===== config.mk =====
export PLATFORM = sky130hd
export DESIGN_NAME = prewish_pattern_initiator
export DESIGN_NICKNAME = d
export VERILOG_FILES = /design/src/rtl/prewish_pattern_initiator.sv
export SDC_FILE = /design/constraint.sdc
export NUM_CORES = 1
export LEC_CHECK = 0
export ABC_AREA = 1
export ABC_CLOCK_PERIOD_IN_PS = 2300
export BUFFER_PORTS_ARGS = -buffer_cell sky130_fd_sc_hd__buf_2
export CORE_UTILIZATION = 57
export CTS_CLUSTER_SIZE = 16
export DETAILED_ROUTE_END_ITERATION = 12
export PLACE_DENSITY = 0.79
export SLEW_MARGIN = 20
export SYNTH_ARGS = -nofsm -noshare
export SYNTH_HDL_FRONTEND = slang
export SYNTH_SLANG_ARGS = --single-unit

===== constraint.sdc =====
create_clock -name CLK_I -period 2.3 [get_ports CLK_I]
set_clock_uncertainty 0.05 [all_clocks]
set_input_delay 0.46 -clock CLK_I [delete_from_list [all_inputs] [get_ports CLK_I]]
set_output_delay 0.46 -clock CLK_I [all_outputs]
set_load 0.02 [all_outputs]

===== src/rtl/prewish_pattern_initiator.sv =====
// Initiator end of the prewish link: debounces the board pushbutton and, on
// each press, strobes the next LED mask pattern into the blinky student.
// Pattern 0 is strobed automatically once reset is released.
module prewish_pattern_initiator #(
  parameter int unsigned DEBOUNCE_BITS = 16,
  parameter int unsigned NUM_PATTERNS  = 8,
  parameter logic [63:0] PATTERNS      = 64'h00_FE_E0_80_AA_CC_F0_A0,
  parameter int unsigned STB_CYCLES    = 4,
  parameter bit          USE_ACK       = 1'b0,
  parameter int unsigned ACK_TIMEOUT   = 16
) (
  input  logic       CLK_I,
  input  logic       RST_I,
  input  logic       i_button,
  input  logic       ACK_I,
  output logic       STB_O,
  output logic [7:0] DAT_O,
  output logic [2:0] o_pattern_idx,
  output logic       o_busy,
  output logic       o_err
);

  typedef enum logic [1:0] {
    ST_INIT   = 2'd0,
    ST_IDLE   = 2'd1,
    ST_STROBE = 2'd2
  } state_t;

  localparam logic [DEBOUNCE_BITS-1:0] DB_FULL  = '1;
  localparam logic [2:0]               LAST_IDX = 3'(NUM_PATTERNS - 1);
  localparam logic [7:0]               STB_LEN  = USE_ACK ? 8'(ACK_TIMEOUT) : 8'(STB_CYCLES);

  // Table entry i occupies byte i of the packed pattern word.
  function automatic logic [7:0] pattern_at(input logic [2:0] sel);
    return PATTERNS[{sel, 3'b000} +: 8];
  endfunction

  logic [1:0]               sync_q, sync_d;
  logic [DEBOUNCE_BITS-1:0] db_cnt_q, db_cnt_d;
  logic                     db_level_q, db_level_d;
  logic                     press_q, press_d;

  state_t     state_q, state_d;
  logic       busy_q, busy_d;
  logic       stb_q, stb_d;
  logic [7:0] dat_q, dat_d;
  logic [2:0] idx_q, idx_d;
  logic [7:0] stb_cnt_q, stb_cnt_d;
  logic       pend_q, pend_d;
  logic       err_q, err_d;

  logic [2:0]               next_idx;
  logic [DEBOUNCE_BITS-1:0] db_cnt_inc;
  logic                     start_strobe;
  logic                     last_cycle;
  logic                     ack_seen;
  logic                     strobe_end;
  logic                     ack_timeout;

  assign next_idx     = (idx_q == LAST_IDX) ? 3'd0 : idx_q + 3'd1;
  assign db_cnt_inc   = db_cnt_q + 1'b1;
  assign start_strobe = (state_q == ST_IDLE) && (press_q || pend_q);
  assign last_cycle   = (stb_cnt_q == 8'd1);
  assign ack_seen     = USE_ACK && ACK_I;
  assign strobe_end   = (state_q == ST_STROBE) && (ack_seen || last_cycle);
  assign ack_timeout  = (state_q == ST_STROBE) && USE_ACK && !ACK_I && last_cycle;

  // Synchronizer, debounce run counter, accepted level and rising-edge press event.
  always_comb begin
    sync_d     = {sync_q[0], i_button};
    db_cnt_d   = db_cnt_q;
    db_level_d = db_level_q;
    if (sync_q[1] == db_level_q) begin
      db_cnt_d = '0;
    end else if (db_cnt_inc == DB_FULL) begin
      db_level_d = sync_q[1];
      db_cnt_d   = '0;
    end else begin
      db_cnt_d = db_cnt_inc;
    end
    press_d = db_level_d & ~db_level_q;
  end

  // Input conditioning registers.
  always_ff @(posedge CLK_I or negedge RST_I) begin
    if (!RST_I) begin
      sync_q     <= 2'b00;
      db_cnt_q   <= '0;
      db_level_q <= 1'b0;
      press_q    <= 1'b0;
    end else begin
      sync_q     <= sync_d;
      db_cnt_q   <= db_cnt_d;
      db_level_q <= db_level_d;
      press_q    <= press_d;
    end
  end

  // State register; busy is registered alongside so it tracks the state exactly.
  always_ff @(posedge CLK_I or negedge RST_I) begin
    if (!RST_I) begin
      state_q <= ST_INIT;
      busy_q  <= 1'b0;
    end else begin
      state_q <= state_d;
      busy_q  <= busy_d;
    end
  end

  // Next-state logic.
  always_comb begin
    state_d = state_q;
    unique case (state_q)
      ST_INIT:   state_d = ST_STROBE;
      ST_IDLE:   if (start_strobe) state_d = ST_STROBE;
      ST_STROBE: if (strobe_end) state_d = ST_IDLE;
      default:   state_d = ST_INIT;
    endcase
    busy_d = (state_d != ST_IDLE);
  end

  // Output and datapath next values: pattern select, strobe timing, pending press, error.
  always_comb begin
    stb_d     = stb_q;
    dat_d     = dat_q;
    idx_d     = idx_q;
    stb_cnt_d = stb_cnt_q;
    pend_d    = pend_q;
    err_d     = err_q;
    if (press_q && (state_q != ST_IDLE)) begin
      pend_d = 1'b1;
    end
    unique case (state_q)
      ST_INIT: begin
        stb_d     = 1'b1;
        dat_d     = pattern_at(3'd0);
        idx_d     = 3'd0;
        stb_cnt_d = STB_LEN;
      end
      ST_IDLE: begin
        if (start_strobe) begin
          stb_d     = 1'b1;
          dat_d     = pattern_at(next_idx);
          idx_d     = next_idx;
          stb_cnt_d = STB_LEN;
          pend_d    = 1'b0;
        end
      end
      ST_STROBE: begin
        if (strobe_end) begin
          stb_d = 1'b0;
        end else begin
          stb_cnt_d = stb_cnt_q - 8'd1;
        end
        if (ack_timeout) begin
          err_d = 1'b1;
        end
      end
      default: begin
        stb_d = 1'b0;
      end
    endcase
  end

  // Datapath registers; the async reset drops the strobe without waiting for a clock.
  always_ff @(posedge CLK_I or negedge RST_I) begin
    if (!RST_I) begin
      stb_q     <= 1'b0;
      dat_q     <= 8'h00;
      idx_q     <= 3'd0;
      stb_cnt_q <= 8'd0;
      pend_q    <= 1'b0;
      err_q     <= 1'b0;
    end else begin
      stb_q     <= stb_d;
      dat_q     <= dat_d;
      idx_q     <= idx_d;
      stb_cnt_q <= stb_cnt_d;
      pend_q    <= pend_d;
      err_q     <= err_d;
    end
  end

  assign STB_O         = stb_q;
  assign DAT_O         = dat_q;
  assign o_pattern_idx = idx_q;
  assign o_busy        = busy_q;
  assign o_err         = err_q;

endmodule


==> results.py <==
metrics = {
    "grt": {
        "overflow": 0,
        "grt_max_degree": 44,
        "grt.total_usage_pct": 23.6,
        "grt_pass1_wl_microns": 7760,
        "antenna_found_initial": 0,
        "grt_pass1_vias": 1832,
    },
    "power": {
        "peakVddDrop_mv": 0.561,
        "leakagePower_nw": 1.34,
        "powerDensity_nw_per_um2": 532,
        "power_mw": 1.41,
    },
    "synth": {
        "synth-edff-count": 0,
        "avgSynthCellArea_sq_um": 7.51,
        "synthDistinctLibCells": 29,
        "yosysMostFrequentCell": "nand2_1",
        "netlist.top_cell.by_area": "dfrtp_1",
        "syn_inst": 321,
        "synth_area_sq_um": 2410,
        "ys_seq_elements": 43,
        "ys.flop_type": "dfrtp_1",
        "synth-async-reset-ratio_pct": 100,
        "synthTopCellsByCount": "89 x nand2_1, 50 x nor2_1, 43 x dfrtp_1",
        "synth_area_leaders": "dfrtp_1 45%, nand2_1 14%, nor2_1 7.8%",
        "yosysTopAreaCellShare_pct": 44.6,
        "seq_area_frac_synth_pct": 44.6,
        "yosys_warnings": 0,
    },
    "sta": {
        "setup_ws_ns": 0.341,
        "maxSlewViolCount": 0,
        "fin_setup_tns_ns": 0,
        "timing.final.crit_share_pct": 85.2,
        "fmax_mhz": 511,
        "holdWs_ns": 0.166,
        "final_hold_viol_count": 0,
        "slew_headroom_pct": 65.3,
        "rsz0062_at_grt": "no",
        "fin_crit_ns": 1.96,
        "worst_pin_slew_ns": 0.521,
        "setup_viol": 0,
    },
    "layout": {
        "finish.utilization_pct": 65.9,
        "stdcell_area_sq_um": 2650,
        "syn_to_final_growth_pct": 10.1,
        "fin_nets": 355,
        "antenna_cells": 0,
        "drive_gt1_share_pct": 12.9,
        "fin_cells": 392,
        "fillers": 362,
    },
    "placement": {
        "globalplace.congestion": 0.858,
        "io_buffer_count": 14,
        "place.detailed.instances": 384,
        "dpl.hpwl_microns": 3370,
        "pre_cts_ws_ns": 0.343,
        "dpl_cell_area_sq_um": 2540,
    },
    "hold_path": {
        "hp-class": "primary input to async pin",
    },
    "cts": {
        "h-tree-depth": 2,
        "cts_buffers": 5,
        "clkTransAtPathRegs_ns": 0.08,
        "cts_buffer_depth": 2,
        "cts_sinks": 43,
        "tritoncts": "done",
        "clkLatencyLatePin_ns": 0.29,
        "post_cts_buffers": 0,
        "post_cts_resize_count": 0,
        "root_buffer": "clkbuf_8",
        "cts_hold_buf": 0,
    },
    "critical_path": {
        "rrSetupSlack_ns": 0.34,
        "worstSetupPathType": "flop to flop",
        "startpoint_type": "flop",
        "reg2reg_depth": 11,
        "arrival_ns": 2.10,
        "r2r-end": "db_cnt_q[9]$_DFF_PN0_",
        "cp-end-kind": "flop",
        "required_ns": 2.44,
        "r2r-start": "db_cnt_q[0]$_DFF_PN0_",
        "cp_max_fo": 17,
    },
    "drt": {
        "route.vias.total": 1957,
        "drc": 0,
        "first_iter_violations": 90,
        "antenna_left": 0,
        "vias_per_cell": 4.99,
        "drtPass1Iterations": 4,
        "wl_microns": 4520,
        "wire_per_inst_microns": 11.5,
    },
    "die": {
        "dieHeight_microns": 67.0,
        "core_area_sq_um": 4030,
        "start_util_pct": 59.8,
        "dieWidth_microns": 67.0,
        "rows": 23,
        "dieArea_sq_um": 4490,
        "ios": 18,
    },
    "status": {
        "status": "finished, final reports clean",
    },
    "flow_run": {
        "maxCapViolCount": 0,
    },
}
-- layer usage --
| layer | wire (microns) | GRT usage, % |
|---|---|---|
| met5 | 0 | 0 |
| met3 | 196 | 5.65 |
| met4 | 64 | 10.1 |
| met1 | 2040 | 28.4 |
| met2 | 2220 | 39.6 |
-- logic make-up (layout without fill, tap and decap cells) --
kind of cell	after synthesis	in the layout	share of synthesized area, %
compound gates	25	25	5.81
fa+ha+maj	10	10	5.19
other cells	1	2	0.156
buf+inv	49	69	8.25
xor+xnor	5	5	1.82
simple gates	188	188	34.1
flops	43	43	44.6
-- where the power goes --
group | switching (mW) | total (mW) | internal (mW)
logic | 0.0319 | 0.0426 | 0.0108
clock network | 0.250 | 0.601 | 0.351
registers | 0.00720 | 0.768 | 0.761
-- state kept, by name, summed over array words and instances (netlist names) --
| signal | cells |
|---|---|
| DAT_O | 7 |
| STB_O | 1 |
| db_cnt_q | 16 |
| db_level_q | 1 |
| o_busy | 1 |
| o_pattern_idx | 3 |
| pend_q | 1 |
| press_q | 1 |
| state_q | 2 |
| stb_cnt_q | 8 |
| sync_q | 2 |
-- critical path, stage by stage, from the launching register on --
cell and delay, ns:
dfrtp_1 0.45, ha_1 0.26, nand2_2 0.13, inv_1 0.07, nand2_1 0.05, nand2_1 0.09
a21oi_1 0.15, nand2_1 0.08, nor2_2 0.16, nand3_4 0.20, nand2_1 0.12, nor2_1 0.05
-- area by class of cell --
| cell class | instances | area [sq um] | area share (%) |
|---|---|---|---|
| Clock buffer | 6 | 82.6 | 3.11 |
| Clock inverter | 2 | 35.0 | 1.32 |
| Inverter | 44 | 165 | 6.22 |
| Multi-Input combinational cell | 230 | 1140 | 43.0 |
| Sequential cell | 43 | 1080 | 40.5 |
| Tap cell | 50 | 62.6 | 2.36 |
| Timing Repair Buffer | 17 | 92.6 | 3.49 |
-- layout by cell type, fill, tap and decap left out, types with 2 or more instances in the layout --
cell type,Yosys,layout
o21bai_1,2,2
inv_2,4,4
buf_2,0,14
xor2_1,3,3
xnor2_1,2,2
o21ai_0,14,14
ha_1,10,10
nand3_1,25,25
nand2_1,89,89
nand2_2,4,4
dfrtp_1,43,43
nor2_1,50,50
a31oi_1,2,2
nor2_4,3,3
nand4_1,6,6
a21oi_1,4,4
inv_1,39,39
clkbuf_8,0,6
buf_4,2,3
nor2_2,7,7
conb_1,1,2
-- worst max-delay path by stage --
stage	end	cells after the start	startpoint	slack, ns
6_report	db_cnt_q[9]$_DFF_PN0_	11	db_cnt_q[0]$_DFF_PN0_	0.34
5_1_grt	db_cnt_q[12]$_DFF_PN0_	10	db_cnt_q[0]$_DFF_PN0_	0.10
4_1_cts	db_cnt_q[8]$_DFF_PN0_	12	db_cnt_q[0]$_DFF_PN0_	0.34
2_1_floorplan	db_cnt_q[13]$_DFF_PN0_	12	db_cnt_q[0]$_DFF_PN0_	0.53
3_5_place_dp	db_cnt_q[8]$_DFF_PN0_	12	db_cnt_q[0]$_DFF_PN0_	0.34
3_3_place_gp	db_cnt_q[11]$_DFF_PN0_	11	db_cnt_q[0]$_DFF_PN0_	0.36
(Power assumes the default switching activity.)
